--- src/rtl/pc_unit_if.sv ---
// pc_unit_if
//   Bus between the multicycle control/datapath and the program-counter unit.
//   master : control unit / datapath side (drives control, ALU data, IR field,
//            exception request; observes PC state)
//   slave  : pc_unit side
//   Signals:
//     PCWrite, PCWriteCond, BranchNe, PCSource[1:0]  control from main FSM
//     ALUResult[31:0], ALUOut[31:0], Zero             ALU results
//     Instr26[25:0]                                   IR[25:0] for jumps
//     ExcReq, ExcCause[1:0]                           exception request
//     PC[31:0], EPC[31:0], Cause[1:0]                 PC unit state
//     ExcBusy, AlignErr                               status
interface pc_unit_if;
  logic        PCWrite;
  logic        PCWriteCond;
  logic        BranchNe;
  logic [1:0]  PCSource;
  logic [31:0] ALUResult;
  logic [31:0] ALUOut;
  logic        Zero;
  logic [25:0] Instr26;
  logic        ExcReq;
  logic [1:0]  ExcCause;
  logic [31:0] PC;
  logic [31:0] EPC;
  logic [1:0]  Cause;
  logic        ExcBusy;
  logic        AlignErr;

  modport master (
    output PCWrite, PCWriteCond, BranchNe, PCSource,
    output ALUResult, ALUOut, Zero, Instr26,
    output ExcReq, ExcCause,
    input  PC, EPC, Cause, ExcBusy, AlignErr
  );

  modport slave (
    input  PCWrite, PCWriteCond, BranchNe, PCSource,
    input  ALUResult, ALUOut, Zero, Instr26,
    input  ExcReq, ExcCause,
    output PC, EPC, Cause, ExcBusy, AlignErr
  );
endinterface

--- src/rtl/pc_unit.sv ---
// pc_unit
//   Program-counter unit for the multicycle MIPS core. Holds the PC, resolves
//   BEQ/BNE, forms jump targets and runs a two-cycle exception sequencer that
//   saves EPC/Cause and redirects the PC to a per-cause handler vector.
//   Ports:
//     Clk    in   rising-edge clock
//     Reset  in   asynchronous, active-high reset
//     bus    pc_unit_if.slave (control/data in, PC/EPC/Cause/status out)
//
//   state     | meaning
//   ----------+-------------------------------------------------------------
//   IDLE      | normal PC loads; an ExcReq here saves EPC/Cause
//   EXC_LOAD  | second exception cycle: PC <= vector of latched Cause
module pc_unit #(
  parameter logic [31:0] RESET_PC   = 32'h0000_0000,
  parameter logic [31:0] VEC_OPCODE = 32'h0000_00FC,
  parameter logic [31:0] VEC_OVF    = 32'h0000_00F8,
  parameter logic [31:0] VEC_DIV0   = 32'h0000_00F4
) (
  input logic        Clk,
  input logic        Reset,
  pc_unit_if.slave   bus
);

  typedef enum logic {
    IDLE     = 1'b0,
    EXC_LOAD = 1'b1
  } state_t;

  state_t      state, state_nxt;
  logic [31:0] pc_q, pc_nxt;
  logic [31:0] epc_q, epc_nxt;
  logic [1:0]  cause_q, cause_nxt;
  logic        align_q, align_nxt;

  logic        take;
  logic        load;
  logic [31:0] jump_tgt;
  logic [31:0] next_pc;
  logic [31:0] vector;

  // PC already holds PC+4 at this point, so the jump region comes from it.
  assign jump_tgt = {pc_q[31:28], bus.Instr26, 2'b00};
  assign take     = bus.PCWriteCond & (bus.Zero ^ bus.BranchNe);
  assign load     = bus.PCWrite | take;

  always_comb begin
    next_pc = bus.ALUResult;
    unique case (bus.PCSource)
      2'b00: next_pc = bus.ALUResult;
      2'b01: next_pc = bus.ALUOut;
      2'b10: next_pc = jump_tgt;
      2'b11: next_pc = epc_q;
    endcase
  end

  // Cause 3 is unassigned and shares the invalid-opcode handler.
  always_comb begin
    vector = VEC_OPCODE;
    unique case (cause_q)
      2'd1:    vector = VEC_OVF;
      2'd2:    vector = VEC_DIV0;
      default: vector = VEC_OPCODE;
    endcase
  end

  always_ff @(posedge Clk or posedge Reset) begin
    if (Reset) begin
      state   <= IDLE;
      pc_q    <= RESET_PC;
      epc_q   <= 32'h0;
      cause_q <= 2'd0;
      align_q <= 1'b0;
    end else begin
      state   <= state_nxt;
      pc_q    <= pc_nxt;
      epc_q   <= epc_nxt;
      cause_q <= cause_nxt;
      align_q <= align_nxt;
    end
  end

  always_comb begin
    state_nxt = state;
    pc_nxt    = pc_q;
    epc_nxt   = epc_q;
    cause_nxt = cause_q;
    align_nxt = 1'b0;
    unique case (state)
      IDLE: begin
        // An exception wins over any PC load requested in the same cycle.
        if (bus.ExcReq) begin
          epc_nxt   = pc_q - 32'd4;
          cause_nxt = bus.ExcCause;
          state_nxt = EXC_LOAD;
        end else if (load) begin
          if (next_pc[1:0] == 2'b00) begin
            pc_nxt = next_pc;
          end else begin
            align_nxt = 1'b1;
          end
        end
      end
      EXC_LOAD: begin
        pc_nxt    = vector;
        state_nxt = IDLE;
      end
    endcase
  end

  assign bus.PC       = pc_q;
  assign bus.EPC      = epc_q;
  assign bus.Cause    = cause_q;
  assign bus.ExcBusy  = (state == EXC_LOAD);
  assign bus.AlignErr = align_q;

endmodule

--- src/flat_wrapper.sv ---
// flat-port wrapper written by rule: the top's interface ports become plain ports
module pc_unit_flat 
#(
  parameter logic [31:0] RESET_PC   = 32'h0000_0000,
  parameter logic [31:0] VEC_OPCODE = 32'h0000_00FC,
  parameter logic [31:0] VEC_OVF    = 32'h0000_00F8,
  parameter logic [31:0] VEC_DIV0   = 32'h0000_00F4
)
  (Clk, Reset, bus_PCWrite, bus_PCWriteCond, bus_BranchNe, bus_PCSource, bus_ALUResult, bus_ALUOut, bus_Zero, bus_Instr26, bus_ExcReq, bus_ExcCause, bus_PC, bus_EPC, bus_Cause, bus_ExcBusy, bus_AlignErr);
  pc_unit_if bus_i ();
  input logic Clk;
  input logic Reset;
  input wire logic [$bits(bus_i.PCWrite)-1:0] bus_PCWrite;
  input wire logic [$bits(bus_i.PCWriteCond)-1:0] bus_PCWriteCond;
  input wire logic [$bits(bus_i.BranchNe)-1:0] bus_BranchNe;
  input wire logic [$bits(bus_i.PCSource)-1:0] bus_PCSource;
  input wire logic [$bits(bus_i.ALUResult)-1:0] bus_ALUResult;
  input wire logic [$bits(bus_i.ALUOut)-1:0] bus_ALUOut;
  input wire logic [$bits(bus_i.Zero)-1:0] bus_Zero;
  input wire logic [$bits(bus_i.Instr26)-1:0] bus_Instr26;
  input wire logic [$bits(bus_i.ExcReq)-1:0] bus_ExcReq;
  input wire logic [$bits(bus_i.ExcCause)-1:0] bus_ExcCause;
  output wire logic [$bits(bus_i.PC)-1:0] bus_PC;
  output wire logic [$bits(bus_i.EPC)-1:0] bus_EPC;
  output wire logic [$bits(bus_i.Cause)-1:0] bus_Cause;
  output wire logic [$bits(bus_i.ExcBusy)-1:0] bus_ExcBusy;
  output wire logic [$bits(bus_i.AlignErr)-1:0] bus_AlignErr;
  assign bus_i.PCWrite = bus_PCWrite;
  assign bus_i.PCWriteCond = bus_PCWriteCond;
  assign bus_i.BranchNe = bus_BranchNe;
  assign bus_i.PCSource = bus_PCSource;
  assign bus_i.ALUResult = bus_ALUResult;
  assign bus_i.ALUOut = bus_ALUOut;
  assign bus_i.Zero = bus_Zero;
  assign bus_i.Instr26 = bus_Instr26;
  assign bus_i.ExcReq = bus_ExcReq;
  assign bus_i.ExcCause = bus_ExcCause;
  assign bus_PC = bus_i.PC;
  assign bus_EPC = bus_i.EPC;
  assign bus_Cause = bus_i.Cause;
  assign bus_ExcBusy = bus_i.ExcBusy;
  assign bus_AlignErr = bus_i.AlignErr;
  pc_unit #(.RESET_PC(RESET_PC), .VEC_OPCODE(VEC_OPCODE), .VEC_OVF(VEC_OVF), .VEC_DIV0(VEC_DIV0)) u_core (.Clk(Clk), .Reset(Reset), .bus(bus_i));
endmodule
--- config.mk ---
export PLATFORM = sky130hd
export DESIGN_NAME = pc_unit_flat
export DESIGN_NICKNAME = d
export VERILOG_FILES = /design/src/rtl/pc_unit_if.sv /design/src/rtl/pc_unit.sv /design/src/flat_wrapper.sv
export SDC_FILE = /design/constraint.sdc
export NUM_CORES = 1
export LEC_CHECK = 0
export BUFFER_PORTS_ARGS = -buffer_cell sky130_fd_sc_hd__buf_2
export CAP_MARGIN = 40
export CORE_MARGIN = 5
export CORE_UTILIZATION = 48
export DETAILED_ROUTE_END_ITERATION = 8
export PLACE_DENSITY_LB_ADDON = 0.05
export SYNTH_ARGS = -nofsm -noshare
export SYNTH_HDL_FRONTEND = slang
export SYNTH_SLANG_ARGS = --single-unit
--- constraint.sdc ---
create_clock -name Clk -period 3 [get_ports Clk]
set_clock_uncertainty 0.05 [all_clocks]
set_input_delay 0.3 -clock Clk [delete_from_list [all_inputs] [get_ports Clk]]
set_output_delay 0.3 -clock Clk [all_outputs]
set_load 0.01 [all_outputs]
==> results of run 1 <==
-- worst max-delay path, stage by stage (launching register included) --
cell and delay [ns]:
dfrtp_1 0.43, nor4_1 0.58, nand2_1 0.56, or3_1 0.48, xor2_1 0.14, o21ai_0 0.13
-- sequential cells by signal (all words and copies together), names as in the netlist --
signal / count
u_core.bus.AlignErr: 1
u_core.bus.PC: 32
u_core.bus.EPC: 32
u_core.bus.ExcBusy: 1
u_core.bus.Cause: 2
-- final cells by class --
class,instances,area [µm²],share of cell area
clock buffer,13,159,0.0315
clock inverter,2,10.0,0.00198
multi-input combinational,286,2090,0.415
tap,105,131,0.0260
timing repair buffer,179,926,0.184
sequential,68,1700,0.337
inverter,6,22.5,0.00447
-- power breakdown --
part	internal, mW	switching (mW)	leakage (nW)	total [mW]
logic	0.322	0.386	1.41	0.709
clock network	0.339	0.330	0.0893	0.668
registers	1.03	0.133	0.883	1.16
total	1.69	0.849	2.38	2.54
-- cell families after synthesis --
group | synth area share
adders and majority gates | 0.00318
xor gates and xnor gates | 0.0624
AOI/OAI and AO/OA | 0.0879
DFF | 0.433
and+or+nand+nor | 0.218
buffers and inverters | 0.0353
muxes | 0.161
-- routing by layer --
metal / track usage / share of wire
met1: 0.282 / 0.40
met2: 0.413 / 0.53
met3: 0.0630 / 0.063
met4: 0.0549 / 0.0095
met5: 0 / 0
-- cell usage after synthesis, types with 6 or more instances --
master,n,area [µm²]
clkbuf_1,22,82.6
nor2_1,14,52.6
nand2_1,94,353
dfrtp_1,68,1700
o21ai_0,24,120
mux4_2,26,586
xnor2_1,22,193
nand3b_1,7,52.6
nor3_1,18,90.1
xor2_1,6,52.6
a21oi_1,20,100
o21ai_1,7,35.0
-- worst paths after layout --
check / start / endpoint / slack, ns / cells past startpoint
hold reg to reg: u_core.bus.PC[1] / u_core.bus.EPC[1] / 0.45 / 2
hold / removal: bus_ExcCause[1] / u_core.bus.Cause[1] / 0.11 / 3
setup reg to reg: u_core.bus.PC[4] / u_core.bus.EPC[11] / 0.54 / 5
min in group asynchronous: Reset / u_core.bus.PC[20] / 0.51 / 4
setup / recovery: u_core.bus.PC[4] / u_core.bus.EPC[11] / 0.54 / 5
max in group asynchronous: Reset / u_core.bus.PC[7] / 1.91 / 4
-- metrics by stage --
step	setup slack, ns	util	cell area [µm²]	power, mW	hold WS [ns]
after floorplan	0.822	-	3930	1.61	0.355
after global placement	0.587	0.601	4860	1.87	0.327
after detailed placement	0.474	0.601	4860	1.89	0.326
after CTS	0.494	0.623	5040	2.57	0.0877
after global routing	0.129	0.623	5040	2.70	0.102
final	0.542	0.623	5040	2.54	0.106
==> summary.md, run 1 <==
| Metric | Value |
|---|---|
| Ant. Diodes | 0 |
| RSZ-0062 raised after global routing | false |
| Placed cells | approximately 640 |
| Number of synthesized flops with an enable pin | 0 |
| Global placer's final weighted congestion | 0.863 |
| Clk_lat worst skew | around 0.34 ns |
| First-pass GRT wire length | between 15000 and 20000 µm |
| CTS max path bufs | 2 |
| FP Rows | 33 |
| Post-route ant nets | 0 |
| H-tree levels | 3 |
| Die area | 10100 µm² |
| Post-synth net total | a little under 500 |
| Worst Setup End Kind | register |
| Post-CTS Setup Bufs | 0 |
| Max capacitance violation total | 0 |
| Final cell count without fillers | about 660 |
| Die Y | 100 µm |
| Synthesis-to-layout area growth | 28.4% |
| GR Util All Layers | 0.233 |
| Mapped Cells | 388 |
| DRC viols | 0 |
| Ports | about 170 |
| Maximum fanout along the worst path | 11 |
| Min Tclk post-route | between 2 and 2.5 ns |
| Most common cell after layout, fill and taps aside | buf_2 |
| TritonCTS clock tree | built |
| Period utilisation layout | 0.819 |
| Hold Vio Cnt, Final | 0 |
| Die Width | around 100 µm |
| Total core area | about 8100 µm² |
| Gr ovfl total | 0 |
| Worst-path clk slew | approximately 0.07 ns |
| DP HPWL | around 8300 µm |
| FF+latch count, synth | 68 |
| Avg Cell Area, Syn | 10.1 µm² |
| Final setup fails | 0 |
| Ys flop type | dfrtp_1 |
| Antenna violations before repair | 0 |
| Outcome | complete, no violations |
| WP data arrival | ~2.7 ns |
| First DRT Iteration DRCs | 85 |
| Sequential fraction of the synthesis area | 0.433 |
| Share of layout cells above drive strength 1 | 0.428 |
| Hold-fix buffers at CTS | 1 |
| Leak | roughly 2.4 nW |
| Yosys warning total | 0 |
| Worst VDD drop | around 0.00027 V |
| Max Clk Rate | just over 400 MHz |
| Vias/cell | approximately 5.4 |
| Most frequent cells in the layout | buf_2, nand2_1, dfrtp_1 |
| Final Max Tran Viols | 0 |
| Setup TNS | 0 ns |
| Hold Crit Class | in -> reg |
| Startpoint types | register |
| Worst Setup Path Type | reg -> reg |
| Port buffer count | 168 |
| First-pass iteration count of the detailed router | 4 |
| PwrDens | 503 nW/µm² |
| Number of buffers created by CTS | 9 |
| Final wirelength | 11200 µm |
| Netlist cell types | 38 |
| Clock sink count | just under 70 |
| Largest net degree at the start of global routing | 44 |
| Ys async rst share | 1.00 |
| Fill count | 728 |
| Vias | about 3500 |
| Max-slew headroom | 0.465 |
| Least-Margin Pin Slew | 0.796 ns |
| Resize count post-CTS | 0 |
| Routed WL per cell | roughly 17 µm |
| Initial Utilization | 0.485 |
| Worst Path Required | 3.20 ns |
| Syn Std Cell Area | 3930 µm² |
| Vias in the first global route | between 3000 and 4000 |
| Clock Root Buffer | clkbuf_8 |
| Final net count | about 650 |
Power figures use the tool's default switching activity.
==> run 2: changes to the inputs <==
- CORE_UTILIZATION: 48 -> 44
- clock period: 3 -> 2.2 ns (I/O delays scaled with it)
==> run 2 against run 1 <==
The flow now finishes with violations (negative setup slack). Register-to-register slack got worse by 0.59 ns. Final area rose by 4.5%. Core utilization fell by 1.9 points. Global-route usage fell by 2.0 points.
==> summary.md, run 2 (synthesis results as in run 1) <==
| Metric | Value |
|---|---|
| Critical path's slowest cell | or4_4 |
| Clock Root Buffer | clkbuf_8 |
| Worst Path Required | around 2.4 ns |
| Ports | 169 |
| Largest net degree at the start of global routing | 39 |
| Worst R2R Start | u_core.bus.PC[19] |
| Placed cells | around 660 |
| Fill count | 784 |
| WP data arrival | 2.41 ns |
| Final setup fails | 3 |
| Die Width | 104 µm |
| Least-Margin Pin Slew | slightly above 0.7 ns |
| RSZ-0062 raised after global routing | true |
| FF/Latch Area | between 1500 and 2000 µm² |
| Share of layout cells above drive strength 1 | 0.443 |
| Area occupied by multi-input gates | 2140 µm² |
| Vias in the first global route | around 3800 |
| CP cell instances | or4_4 > or4_4 > nor4b_4 > xnor2_1 > o21ai_1 |
| DRC viols | 0 |
| Setup TNS | -0.0654 ns |
| Final Util | 0.604 |
| Number of buffers created by CTS | 9 |
| Most frequent cells in the layout | buf_2, nand2_1, dfrtp_1 |
| Clk_lat worst skew | 0.34 ns |
| First-pass iteration count of the detailed router | 6 |
| Synthesis-to-layout area growth | 34.2% |
| Most common cell after layout, fill and taps aside | buf_2 |
| Post-route cell area | between 5000 and 6000 µm² |
| Post-route ant nets | 0 |
| H-tree levels | 3 |
| Reg2Reg Depth | 5 |
| Die area | 10900 µm² |
| Total power | between 3 and 4 mW |
| Max capacitance violation total | 0 |
| Max stage delay on crit path | 0.64 ns |
| Worst-path clk slew | 0.07 ns |
| CTS max path bufs | 2 |
| Min Tclk post-route | approximately 2.3 ns |
| PwrDens | 731 nW/µm² |
| Routed WL per cell | 16.9 µm |
| Die Y | 104 µm |
| Post-Place Cell Area | between 4000 and 5000 µm² |
| Ant. Diodes | 0 |
| Global placer's final weighted congestion | 0.769 |
| Clock sink count | 68 |
| Port buffer count | 168 |
| Outcome | complete, but fails checks |
| Reg2Reg Capture Point | u_core.bus.EPC[26] |
| Startpoint types | register |
| First DRT Iteration DRCs | roughly 160 |
| Leak | ~2.5 nW |
| TritonCTS clock tree | built |
| First-pass GRT wire length | between 15000 and 20000 µm |
| Period utilisation layout | 1.02 |
| Final cell count without fillers | around 680 |
| Vias | 3605 |
| Worst Setup Path Type | reg -> reg |
| Hold Crit Class | in -> reg |
| Maximum fanout along the worst path | 5 |
| Placement Setup Slack | roughly 0.013 ns |
| Failing checks | negative setup slack |
| Worst Setup SP | u_core.bus.PC[19] |
| Final wirelength | around 11000 µm |
| Antenna violations before repair | 0 |
| GR Util All Layers | 0.213 |
| Final net count | 666 |
| Flop-to-flop setup slack | -0.05 ns |
| Most used cell, CP | or4_4 |
| Worst VDD drop | between 0.0003 and 0.0004 V |
| Hold Vio Cnt, Final | 0 |
| Max Clk Rate | about 440 MHz |
| Max-slew headroom | 0.523 |
| Setup crit end | u_core.bus.EPC[26] |
| Final Max Tran Viols | 0 |
| DP HPWL | roughly 8300 µm |
| Vias/cell | between 5 and 6 |
| Min Hold Slack | between 0.02 and 0.025 ns |
| Worst Setup End Kind | register |
| Setup ws final | -0.0507 ns |
| Initial Utilization | 0.451 |
| FP Rows | 34 |
| Total core area | ~8700 µm² |
| Gr ovfl total | 0 |
==> run 2: cell types whose count changed in the layout (fill, tap and decap cells not counted), moves of 2 or more <==
cell / delta
buf_4: +12
nor4_2: -4
bufinv_16: +3
nor4_4: +4
clkbuf_8: -2
==> run 2: critical path: cells and delay by family, from the launching register on <==
kind             cells  cell delay, ns
AO/OA/AOI/OAI        1            0.07
flip-flops           1            0.38
XOR/XNOR             1            0.15
AND/OR/NAND/NOR      3            1.47
==> run 2: cell type report <==
type | count | share of cell area
multi-input combinational | 287 | 0.407
sequential | 68 | 0.323
timing repair buffer | 192 | 0.197
tap | 108 | 0.0256
clock buffer | 11 | 0.0249
clock inverter | 5 | 0.0190
inverter | 6 | 0.00427
==> run 2: where the power goes <==
group / total, mW / switching [mW] / internal [mW]
Sequential: 1.58 / 0.175 / 1.40
Combinational: 1.05 / 0.573 / 0.477
Clock: 1.23 / 0.479 / 0.751
==> run 2: what timing repair did <==
action                                  CTS  global route
endpoints found under the hold margin    27             0
buffers inserted                          0             1
hold buffers                              1             0
resized for setup                         1             5
endpoints found under the setup margin    2            12
gates cloned                              0             1
pin swaps                                 1             8
==> run 2: worst min path at each step <==
stage                                from                  end  slack, ns  cells past startpoint
after global placement              Reset    u_core.bus.PC[12]       0.29                      2
after global routing      bus_ExcCause[1]  u_core.bus.Cause[1]       0.01                      3
final                     bus_ExcCause[1]  u_core.bus.Cause[1]       0.02                      3
after floorplan           bus_ExcCause[1]  u_core.bus.Cause[1]       0.28                      2
after CTS                 bus_ExcCause[1]  u_core.bus.Cause[1]       0.02                      3
after detailed placement            Reset   u_core.bus.EPC[15]       0.30                      2
==> run 2: per-layer routing <==
metal / wire [µm] / vias up / part of all wire / global-route usage
li1: - / 1730 / - / -
met1: 4670 / 1742 / 0.41 / 0.263
met2: 5880 / 112 / 0.51 / 0.358
met3: 687 / 21 / 0.060 / 0.0515
met4: 216 / 0 / 0.019 / 0.0796
met5: 0 / - / 0 / 0
